`src/rtl/prga_fifo_param.sv`:
```
// prga_fifo_param: parametrised single-clock FIFO with standard (registered) or lookahead read port,
// occupancy count and almost-full flag. Define PRGA_FIFO_ERROR_CHECK_EN for sticky err_ovf/err_udf.
`timescale 1ns/1ps
module prga_fifo_param #(
    parameter int DATA_WIDTH = 32,
    parameter int DEPTH_LOG2 = 3,
    parameter int LOOKAHEAD  = 0,
    parameter int AF_THRESH  = (2 ** DEPTH_LOG2) - 1
) (
    input  logic                  clk,
    input  logic                  rst_n,
    input  logic                  wr,
    input  logic [DATA_WIDTH-1:0] din,
    output logic                  full,
    output logic                  almost_full,
    input  logic                  rd,
    output logic [DATA_WIDTH-1:0] dout,
    output logic                  empty,
    output logic [DEPTH_LOG2:0]   count
`ifdef PRGA_FIFO_ERROR_CHECK_EN
    ,
    output logic                  err_ovf,
    output logic                  err_udf
`endif
);

    localparam int CW = DEPTH_LOG2 + 1;
    localparam int DEPTH = 1 << DEPTH_LOG2;
    localparam logic [CW-1:0] DEPTH_C = CW'(DEPTH);
    localparam logic [CW-1:0] AF_C    = CW'(AF_THRESH);
    localparam logic [CW-1:0] ONE_C   = CW'(1);
    localparam logic [CW-1:0] ZERO_C  = CW'(0);

    logic [DATA_WIDTH-1:0] mem_q [DEPTH];
    logic [CW-1:0]         wr_ptr_q, wr_ptr_d;
    logic [CW-1:0]         rd_ptr_q, rd_ptr_d;
    logic [CW-1:0]         count_q, count_d;
    logic                  full_q, full_d;
    logic                  empty_q, empty_d;
    logic                  af_q, af_d;
    logic [DATA_WIDTH-1:0] dout_q, dout_d;
    logic                  wr_acc_s, rd_acc_s;
    logic [DEPTH_LOG2-1:0] head_idx_s;

    // Accept decisions use only registered flags, so no wr/rd -> flag combinational path exists.
    always_comb begin
        wr_acc_s = wr && !full_q;
        rd_acc_s = rd && !empty_q;
    end

    // Pointer, occupancy and flag next-state.
    always_comb begin
        wr_ptr_d = wr_ptr_q;
        rd_ptr_d = rd_ptr_q;
        count_d  = count_q;
        if (wr_acc_s) begin
            wr_ptr_d = wr_ptr_q + ONE_C;
        end else begin
            wr_ptr_d = wr_ptr_q;
        end
        if (rd_acc_s) begin
            rd_ptr_d = rd_ptr_q + ONE_C;
        end else begin
            rd_ptr_d = rd_ptr_q;
        end
        case ({wr_acc_s, rd_acc_s})
            2'b10:   count_d = count_q + ONE_C;
            2'b01:   count_d = count_q - ONE_C;
            default: count_d = count_q;
        endcase
        full_d  = (count_d == DEPTH_C);
        empty_d = (count_d == ZERO_C);
        af_d    = (count_d >= AF_C);
    end

    // Read data next-state. Lookahead presents the post-edge head; a head being written on
    // this same edge (write into empty, or the last entry popped while writing) bypasses from din.
    always_comb begin
        head_idx_s = rd_ptr_d[DEPTH_LOG2-1:0];
        dout_d     = dout_q;
        if (LOOKAHEAD != 0) begin
            if (count_d == ZERO_C) begin
                dout_d = dout_q;
            end else if (wr_acc_s && (wr_ptr_q[DEPTH_LOG2-1:0] == head_idx_s)) begin
                dout_d = din;
            end else begin
                dout_d = mem_q[head_idx_s];
            end
        end else begin
            if (rd_acc_s) begin
                dout_d = mem_q[rd_ptr_q[DEPTH_LOG2-1:0]];
            end else begin
                dout_d = dout_q;
            end
        end
    end

    // Storage array; contents are not reset since only written entries are ever read.
    always_ff @(posedge clk) begin
        if (wr_acc_s) begin
            mem_q[wr_ptr_q[DEPTH_LOG2-1:0]] <= din;
        end
    end

    // Control and output registers.
    always_ff @(posedge clk or negedge rst_n) begin
        if (!rst_n) begin
            wr_ptr_q <= ZERO_C;
            rd_ptr_q <= ZERO_C;
            count_q  <= ZERO_C;
            full_q   <= 1'b0;
            empty_q  <= 1'b1;
            af_q     <= 1'b0;
            dout_q   <= {DATA_WIDTH{1'b0}};
        end else begin
            wr_ptr_q <= wr_ptr_d;
            rd_ptr_q <= rd_ptr_d;
            count_q  <= count_d;
            full_q   <= full_d;
            empty_q  <= empty_d;
            af_q     <= af_d;
            dout_q   <= dout_d;
        end
    end

    assign full        = full_q;
    assign almost_full = af_q;
    assign empty       = empty_q;
    assign count       = count_q;
    assign dout        = dout_q;

`ifdef PRGA_FIFO_ERROR_CHECK_EN
    logic err_ovf_q, err_ovf_d;
    logic err_udf_q, err_udf_d;

    // Sticky error next-state: any illegal request sets, only reset clears.
    always_comb begin
        err_ovf_d = err_ovf_q | (wr & full_q);
        err_udf_d = err_udf_q | (rd & empty_q);
    end

    // Sticky error registers.
    always_ff @(posedge clk or negedge rst_n) begin
        if (!rst_n) begin
            err_ovf_q <= 1'b0;
            err_udf_q <= 1'b0;
        end else begin
            err_ovf_q <= err_ovf_d;
            err_udf_q <= err_udf_d;
        end
    end

`ifndef SYNTHESIS
    // First-occurrence simulation messages.
    always @(posedge clk) begin
        if (rst_n && wr && full_q && !err_ovf_q) begin
            $display("prga_fifo_param %m: overflow (write while full) at time %0t", $time);
        end
        if (rst_n && rd && empty_q && !err_udf_q) begin
            $display("prga_fifo_param %m: underflow (read while empty) at time %0t", $time);
        end
    end
`endif

    assign err_ovf = err_ovf_q;
    assign err_udf = err_udf_q;
`endif

endmodule

```
`config.mk`:
```
export PLATFORM = sky130hd
export DESIGN_NAME = prga_fifo_param
export DESIGN_NICKNAME = d
export VERILOG_FILES = /design/src/rtl/prga_fifo_param.sv
export SDC_FILE = /design/constraint.sdc
export NUM_CORES = 1
export LEC_CHECK = 0
export ABC_AREA = 1
export BUFFER_PORTS_ARGS = -buffer_cell sky130_fd_sc_hd__buf_2
export CORE_ASPECT_RATIO = 1.4
export CORE_MARGIN = 1.5
export CORE_UTILIZATION = 30
export CTS_CLUSTER_DIAMETER = 200
export DETAILED_ROUTE_END_ITERATION = 12
export GPL_ROUTABILITY_DRIVEN = 0
export SLEW_MARGIN = 5
export SYNTH_ARGS = -nofsm -noshare
export SYNTH_HDL_FRONTEND = slang
export SYNTH_SLANG_ARGS = --single-unit
```
`constraint.sdc`:
```
create_clock -name clk -period 3.7 [get_ports clk]
set_clock_uncertainty 0.1 [all_clocks]
set_input_delay 0 -clock clk [delete_from_list [all_inputs] [get_ports clk]]
set_output_delay 0 -clock clk [all_outputs]
set_load 0.02 [all_outputs]
```
=== Word-level counts from Yosys, hierarchy flattened ===
Memory sizes are Yosys's and may differ from the RTL's. A register that Yosys moved wholly into a read port is not among the register bits.
Cells that the tools add are included.

* Word-level logic and storage cells: 24
* Memory bits (read-only): 0
* RAM bits: 256
* Output and inout bits: 39
* Memories kept: 1
* Latch bits: 0
* Flip-flop bits (word level): 15
* Input bits: 36

* Shift-type cells: 0
* $mul: 0
* Equal/unequal tests: 3
* Reductions and logical operators: 6
* $add $sub $neg: 4
* Order comparisons: 1
* Bitwise gates (word level): 0
* Div/mod/pow operators: 0
* Mux-type cells: 3

{| class="wikitable"
|+ Memory list
! name !! depth !! width !! rd ports !! clocked after memory_dff !! write ports !! line !! text
|-
| mem_q || 8 || 32 || 1 || 1 || 1 || 34 || <nowiki>logic [DATA_WIDTH-1:0] mem_q [DEPTH];</nowiki>
|}

{| class="wikitable"
|+ Operators by type and width
! kind !! number
|-
| 4-bit by 1-bit adder with 4-bit output, second input constant || 3
|-
| 4-bit case mux with 2 select lines || 1
|-
| 4-bit equality test, second input constant || 1
|-
| 4-bit by 3-bit >= comparator with 1-bit output, second input constant || 1
|-
| 4-bit logical NOT || 1
|-
| 4-bit by 1-bit subtractor with 4-bit output, second input constant || 1
|-
| 1-bit logical NOT || 3
|-
| 2-bit by 1-bit equality test with 1-bit output, second input constant || 1
|-
| 2-bit equality test, second input constant || 1
|-
| 1-bit logical AND || 2
|-
| 1-bit two-way mux || 2
|}

=== Depth between registers and ports, before layout ===
Gate-level depths: netlist of run 1.

* Depth after elaboration: 5
* Gate-level depth with buffers: 15
* Gate-level depth less buffers: 15

=== Least setup slack after synthesis of run 1 ===
Ideal clock, no wire load.

* Path kind: reg2reg
* From: register full_q (netlist: full)
* To: memory mem_q[0][0], enable pin
* Period minus slack after synthesis: 2.762 ns
* Slack: 0.938 ns
* Cell stages (with the launch flop): 5
* Arrival time: 2.240 ns
* Data required time: 3.179 ns
* Library setup time: 0.421 ns
* Path buffers: 0
* Path through: dfrtp_1 inv_2 nand2_2 or2_1 nor2_1

* Word-level cells in the longest chain between the ends: 4

{| class="wikitable"
|+ RTL lines
! element !! line !! text
|-
| from (decl) || 38 || <nowiki>logic full_q, full_d;</nowiki>
|-
| from (signal assigned) || 119 || <nowiki>full_q <= full_d;</nowiki>
|-
| 1-bit logical NOT || 47 || <nowiki>wr_acc_s = wr && !full_q;</nowiki>
|-
| 1-bit logical AND || 47 ||
|-
| 1-bit two-way mux || 100 || <nowiki>if (wr_acc_s) begin</nowiki>
|-
| 1-bit two-way mux (implied by the code) || 101 || <nowiki>mem_q[wr_ptr_q[DEPTH_LOG2-1:0]] <= din;</nowiki>
|-
| to (decl) || 34 ||
|}

Every way passes these cells.

=== Worst setup path after layout of run 1 ===
* From: register full_q (netlist: full)
* To: memory mem_q[7][7], enable pin

Same word-level chain as after synthesis.

==> results of run 1 <==
cells in the mapped netlist:
cell / n
edfxtp_1: 256
nor2_1: 136
nand2_1: 92
o21ai_0: 73
o21ai_1: 60
o221ai_1: 56
dfrtp_1: 44
nand3_1: 36
clkbuf_1: 27
buf_6: 12
inv_1: 12
buf_2: 11
inv_2: 7
o22ai_1: 6
ha_1: 4
nor2_2: 4
o211ai_1: 4
xor2_1: 4
buf_1: 3
buf_4: 2
o211ai_2: 2
o221ai_2: 2
or2_1: 2
a21oi_1: 1
buf_8: 1
dfstp_2: 1
nand2_2: 1
nor2_4: 1
xnor2_1: 1
through the flow:
stage                     power [mW]  std cells
after detailed placement        8.09       1420
final                           10.9       1506
after global placement          8.02       1420
after floorplan                 7.06        861
after CTS                       11.0       1505
after global routing            11.5       1506
per-layer routing:
layer	up-vias	GRT usage, %	part of all wire [%]
met3	49	2.06	4.9
met5	-	0	0.037
met2	179	24.5	53
met4	2	5.15	2.6
met1	3709	16.0	40
li1	3380	-	-
report_power, final:
group / switching, mW / leakage (nW) / internal (mW)
Clock: 1.19 / 0.449 / 1.71
Sequential: 0.239 / 2.86 / 4.39
Combinational: 2.40 / 1.56 / 0.992
flip-flops by register name, summed over array words and instances, names as in the netlist:
register     count
almost_full      1
dout            32
empty            1
full             1
count            4
rd_ptr_q         3
wr_ptr_q         3
mem_q          256
cells in the final DEF (no fill, tap or decap), types with 3 or more instances in the layout:
cell           netlist  layout
edfxtp_1           256     256
nor2_1             136     128
nand2_1             92      92
buf_2               11      74
o21ai_0             73      73
o21ai_1             60      60
o221ai_1            56      56
dfrtp_1             44      42
nand3_1             36      36
dlygate4sd3_1        0      36
clkbuf_16            0      27
buf_4                2      18
inv_1               12      11
nor2_4               1       9
inv_2                7       7
o22ai_1              6       6
clkinv_2             0       5
bufinv_16            0       5
xor2_1               4       4
nor2_2               4       4
o211ai_1             4       4
ha_1                 4       4
clkinv_1             0       4
clkbuf_1            27       3
cells by family (layout without fill, tap and decap cells):
kind of cell	after synthesis	in the layout	share of synthesized area [%]
flops	301	301	75.4
other cells	0	1	0
fa+ha+maj	4	4	0.428
xor+xnor	5	5	0.375
buf+inv	75	197	3.46
simple gates	272	272	9.34
compound gates	204	204	11.0
cell type report:
type / count / area [um2] / area share [%]
flip-flops and latches: 301 / 8820 / 63.5
multi-input cells: 485 / 2530 / 18.2
clock inverters: 17 / 215 / 1.55
inverters: 19 / 73.8 / 0.531
repair buffers: 130 / 906 / 6.52
diodes: 1 / 2.50 / 0.0180
clock buffers: 31 / 701 / 5.04
well taps: 522 / 653 / 4.70
how the worst max path moves through the flow:
stage                     from           end  depth (start not counted)
after floorplan           full   mem_q[0][0]                          4
after global placement    full  mem_q[7][11]                          6
after detailed placement  full  mem_q[7][12]                          6
after CTS                 full   mem_q[7][7]                          6
after global routing      full   mem_q[7][7]                          6
final                     full   mem_q[7][7]                          6
==> results.sh, run 1 <==
export IMPL_drt_iter0_drc=477
export IMPL_rrSetupSlack_ns=1.52
export IMPL_synth_seq_cells=301
export IMPL_die_h_um=237
export IMPL_hp_class="input pin to flop"
export IMPL_cts_tree="done"
export IMPL_num_vias=7319
export IMPL_cts_hold_buf=37
export IMPL_cts_resized=0
export IMPL_rr_startpoint="full"
export IMPL_synthToLayoutAreaGrowth_pct=18.9
export IMPL_htreeDepth=1
export IMPL_dr_pass1_iters=4
export IMPL_critical_path_buf_inv_count=3
export IMPL_synth_top_area_share_pct=65.8
export IMPL_synth_largest_area_cell="edfxtp_1"
export IMPL_drcViolationCount=0
export IMPL_fp_dieW_um=170
export IMPL_routed_wl_um=27200
export IMPL_io_pins=75
export IMPL_yosys_cell_types_count=29
export IMPL_grt_pass1_vias=7318
export IMPL_period_share_pct=58.8
export IMPL_postSynthNetCount=901
export IMPL_root_buffer="clkbuf_16"
export IMPL_critPathLaunchType="flop"
export IMPL_worst_pin_slew_ns=0.968
export IMPL_nets=1003
export IMPL_crit_path_top_delay_cell="nor2_4"
export IMPL_hpwlAfterDp_um=14700
export IMPL_relSlewSlack_pct=35.4
export IMPL_num_rows=85
export IMPL_worst_slack_ns=1.52
export IMPL_leakage_nw=4.87
export IMPL_design_area_um2=13900
export IMPL_hp_start="din[25]"
export IMPL_min_to="mem_q[2][25]"
export IMPL_clk_latency_ns=0.53
export IMPL_yosysSeqAreaShare_pct=75.4
export IMPL_reg2reg_depth=6
export IMPL_cp_common_cell="inv_2"
export IMPL_r2r_end="mem_q[7][7]"
export IMPL_finalHoldViolCount=0
export IMPL_dieArea_um2=40200
export IMPL_setup_tns_ns=0
export IMPL_holdWs_ns=0.169
export IMPL_rsz0062_at_grt="no"
export IMPL_crit_family="simple AND/OR/NAND/NOR gates"
export IMPL_dpl_worst_slack_ns=1.47
export IMPL_layout_drive_gt1_share_pct=16.7
export IMPL_clock_sinks=301
export IMPL_endpoint_kind="flop"
export IMPL_dpl_cell_area_um2=12600
export IMPL_start_util_pct=30.4
export IMPL_path_clk_slew_ns=0.06
export IMPL_timing_worst_setup_path_type="flop to flop"
export IMPL_arrival_ns=2.31
export IMPL_port_buffers=74
export IMPL_antenna_found_initial=2
export IMPL_grt_usage_pct=13.5
export IMPL_cts_buffer_depth=3
export IMPL_critPathMaxStageDelay_ns=0.68
export IMPL_whs_path_depth=2
export IMPL_post_cts_setup_buffers=0
export IMPL_ir_drop_mv=0.559
export IMPL_grt_overflow_total=0
export IMPL_cap_viol_max_count=0
export IMPL_slew_viol_final=0
export IMPL_syn_inst=861
export IMPL_final_util_pct=36.2
export IMPL_powerDensity_nw_per_um2=785
export IMPL_crit_required_ns=3.84
export IMPL_cp_max_fo=23
export IMPL_setup_viol=0
export IMPL_cts_made_buffers=26
export IMPL_fill_cells=3624
export IMPL_final_antenna_net_count=0
export IMPL_synth_area_um2=11700
export IMPL_grt_pass1_wl_um=41900
export IMPL_grt_max_degree=77
export IMPL_post_route_min_period_ns=2.18
export IMPL_post_synth_cell_area_avg_um2=13.6
export IMPL_yosys_top_cells_area="edfxtp_1, dfrtp_1, nor2_1"
export IMPL_path_cells="inv_2 > nand2_2 > inv_2 > nand2_1 > nor2_4 > buf_4"
export IMPL_viasPerCell=4.86
export IMPL_routedWlPerCell_um=18.1
export IMPL_core_um2=38400
export IMPL_fmax_mhz=460
export IMPL_yosysWarnings=0
export IMPL_status="finished, final reports clean"
(Power assumes the default switching activity.)
==> inputs of run 2 (changes only) <==
--- a/config.mk
+++ b/config.mk
@@ -5,7 +5,7 @@
 export SDC_FILE = /design/constraint.sdc
 export NUM_CORES = 1
 export LEC_CHECK = 0
-export ABC_AREA = 1
+export ABC_AREA = 0
 export BUFFER_PORTS_ARGS = -buffer_cell sky130_fd_sc_hd__buf_2
 export CORE_ASPECT_RATIO = 1.4
 export CORE_MARGIN = 1.5
==> constraint.sdc (replaced) <==
create_clock -name clk -period 1.85 [get_ports clk]
set_clock_uncertainty 0.1 [all_clocks]
set_input_delay 0 -clock clk [delete_from_list [all_inputs] [get_ports clk]]
set_output_delay 0 -clock clk [all_outputs]
set_load 0.02 [all_outputs]
==> results.sh, run 2 <==
export IMPL_clock_power_share_pct=26.3
export IMPL_cp_max_fo=5
export IMPL_clock_sinks=301
export IMPL_layout_drive_gt1_share_pct=37.0
export IMPL_htreeDepth=1
export IMPL_synthToLayoutAreaGrowth_pct=27.2
export IMPL_grt_pass1_vias=5901
export IMPL_final_cell_mix="edfxtp_1, buf_2, mux4_2"
export IMPL_internal_power_mw=16.2
export IMPL_critPathLaunchType="flop"
export IMPL_slew_viol_final=0
export IMPL_rrSetupSlack_ns=-0.29
export IMPL_grt_overflow_total=0
export IMPL_p_switching_mw=7.02
export IMPL_post_synth_top_count_cell="edfxtp_1"
export IMPL_worst_pin_slew_ns=0.769
export IMPL_dieArea_um2=39300
export IMPL_routed_wl_um=23900
export IMPL_cts_made_buffers=29
export IMPL_post_synth_cell_area_avg_um2=20.9
export IMPL_yosysSeqAreaShare_pct=77.0
export IMPL_cts_tree="done"
export IMPL_timing_worst_setup_path_type="flop to flop"
export IMPL_arrival_ns=2.46
export IMPL_layout_commonest_cell="edfxtp_1"
export IMPL_ys_async_sr_fraction_pct=15.0
export IMPL_syn_inst=548
export IMPL_reg2reg_depth=9
export IMPL_crit_family="flip-flops"
export IMPL_critPathMaxStageDelay_ns=0.53
export IMPL_switching_share_pct=30.2
export IMPL_holdWs_ns=0.0403
export IMPL_design_area_um2=14600
export IMPL_num_rows=84
export IMPL_io_pins=75
export IMPL_synth_edff_count=256
export IMPL_die_h_um=234
export IMPL_p_seq_share_pct=40.4
export IMPL_path_clk_slew_ns=0.06
export IMPL_critical_path_buf_inv_count=2
export IMPL_postSynthNetCount=588
export IMPL_ys_top_cells_by_count="edfxtp_1, mux4_2, dfrtp_1, nand2_1"
export IMPL_fp_dieW_um=168
export IMPL_r2r_end="almost_full"
export IMPL_violations="negative setup slack"
export IMPL_path_cells="nand2b_4 > inv_4 > ha_4 > nor4b_4 > a31oi_1 > a21oi_1 > xnor2_1 > inv_1 > a31o_1"
export IMPL_crit_required_ns=2.17
export IMPL_synth_area_um2=11400
export IMPL_cts_buffer_depth=3
export IMPL_dpl_cell_area_um2=12900
export IMPL_nets=758
export IMPL_rsz0062_at_grt="yes"
export IMPL_rr_startpoint="empty"
export IMPL_routedWlPerCell_um=19.7
export IMPL_yosysWarnings=0
export IMPL_leakage_nw=5.10
export IMPL_ir_drop_mv=0.761
export IMPL_hpwlAfterDp_um=13800
export IMPL_dr_pass1_iters=4
export IMPL_start_util_pct=30.4
export IMPL_period_share_pct=116
export IMPL_setup_viol=5
export IMPL_core_um2=37600
export IMPL_num_vias=5576
export IMPL_antenna_found_initial=0
export IMPL_fill_cells=3401
export IMPL_worst_slack_ns=-0.292
export IMPL_synth_largest_area_cell="edfxtp_1"
export IMPL_yosys_top_cells_area="edfxtp_1, mux4_2, dfrtp_1"
export IMPL_cap_viol_max_count=0
export IMPL_crit_path_top_delay_cell="dfstp_2"
export IMPL_largest_reg_flops=256
export IMPL_status="finished with violations"
export IMPL_post_route_min_period_ns=2.14
export IMPL_final_antenna_net_count=0
export IMPL_relSlewSlack_pct=48.6
export IMPL_drcViolationCount=0
export IMPL_finalHoldViolCount=0
export IMPL_p_comb_share_pct=33.3
export IMPL_grt_max_degree=39
export IMPL_drt_iter0_drc=327
export IMPL_viasPerCell=4.60
export IMPL_grt_pass1_wl_um=35000
export IMPL_endpoint_kind="flop"
export IMPL_instances_no_fill=1213
export IMPL_fmax_mhz=467
export IMPL_synth_top_area_share_pct=67.2
export IMPL_setup_tns_ns=-1.06
export IMPL_hp_class="input pin to asynchronous set/reset pin"
export IMPL_antenna_cells=0
export IMPL_yosys_cell_types_count=38
export IMPL_root_buffer="clkbuf_16"
export IMPL_powerDensity_nw_per_um2=1600
export IMPL_port_buffers=74
export IMPL_clk_latency_ns=0.54
export IMPL_synth_seq_cells=301
export IMPL_grt_usage_pct=12.0
export IMPL_dpl_cell_count=1107
export IMPL_synth_ff_type="edfxtp_1"
run 2: power groups by stage:
stage | logic, mW | registers (mW) | clock network (mW)
6_report | 7.74 | 9.40 | 6.13
5_1_grt | 8.38 | 9.54 | 6.50
4_1_cts | 7.37 | 9.43 | 6.29
3_5_place_dp | 7.21 | 9.55 | 0
3_3_place_gp | 7.16 | 9.50 | 0
2_1_floorplan | 4.40 | 9.89 | 0
run 2: area by class of cell:
cell class | instances | area (um2) | share of cell area (%)
flip-flops and latches | 301 | 8820 | 60.6
multi-input cells | 216 | 2580 | 17.7
repair buffers | 167 | 1550 | 10.6
clock buffers | 42 | 835 | 5.73
well taps | 473 | 592 | 4.06
clock inverters | 11 | 164 | 1.13
inverters | 3 | 16.3 | 0.112
run 2: repair_timing:
| action | 4_1_cts | 5_1_grt |
|---|---|---|
| setup endpoints to repair | 103 | 68 |
| hold buffers | 37 | 0 |
| pin swaps | 4 | 5 |
| resized for setup | 6 | 8 |
| hold endpoints to repair | 320 | 0 |
| setup buffers | 1 | 10 |
| gates cloned | 0 | 5 |
run 2: kinds of logic (layout without fill, tap and decap cells):
family / count (synthesis) / count (layout) / synth area share [%]
compound gates: 41 / 41 / 1.95
xor+xnor: 7 / 7 / 0.536
fa+ha+maj: 4 / 4 / 0.437
buf+inv: 31 / 223 / 1.75
flops: 301 / 301 / 77.0
mux: 97 / 97 / 15.5
simple gates: 67 / 67 / 2.82
run 2: worst reg2reg max path, cell delays in order (launching register included):
cell,delay [ns]
dfstp_2,0.53
nand2b_4,0.14
inv_4,0.04
ha_4,0.17
nor4b_4,0.20
a31oi_1,0.12
a21oi_1,0.22
xnor2_1,0.18
inv_1,0.12
a31o_1,0.20
run 2: per-stage QoR:
stage	power [mW]	util (%)	setup slack (ns)
5_1_grt	24.4	38.7	-0.403
4_1_cts	23.1	38.1	-0.252
3_5_place_dp	16.8	34.3	-0.225
6_report	23.3	38.7	-0.292
3_3_place_gp	16.7	34.3	-0.165
2_1_floorplan	14.3	-	-0.339
run 2: worst max-delay path by stage:
stage	cells after the start	from	to
2_1_floorplan	4	full	mem_q[0][0]
3_3_place_gp	9	empty	almost_full
3_5_place_dp	9	empty	almost_full
4_1_cts	9	empty	almost_full
5_1_grt	9	empty	almost_full
6_report	9	empty	almost_full
run 2: metal layers:
| metal | vias to the layer above | track usage (%) | wire [um] |
|---|---|---|---|
| li1 | 2540 | - | - |
| met1 | 2906 | 13.8 | 9570 |
| met2 | 89 | 22.1 | 12600 |
| met3 | 41 | 2.08 | 798 |
| met4 | 0 | 5.27 | 861 |
| met5 | - | 0 | 0 |
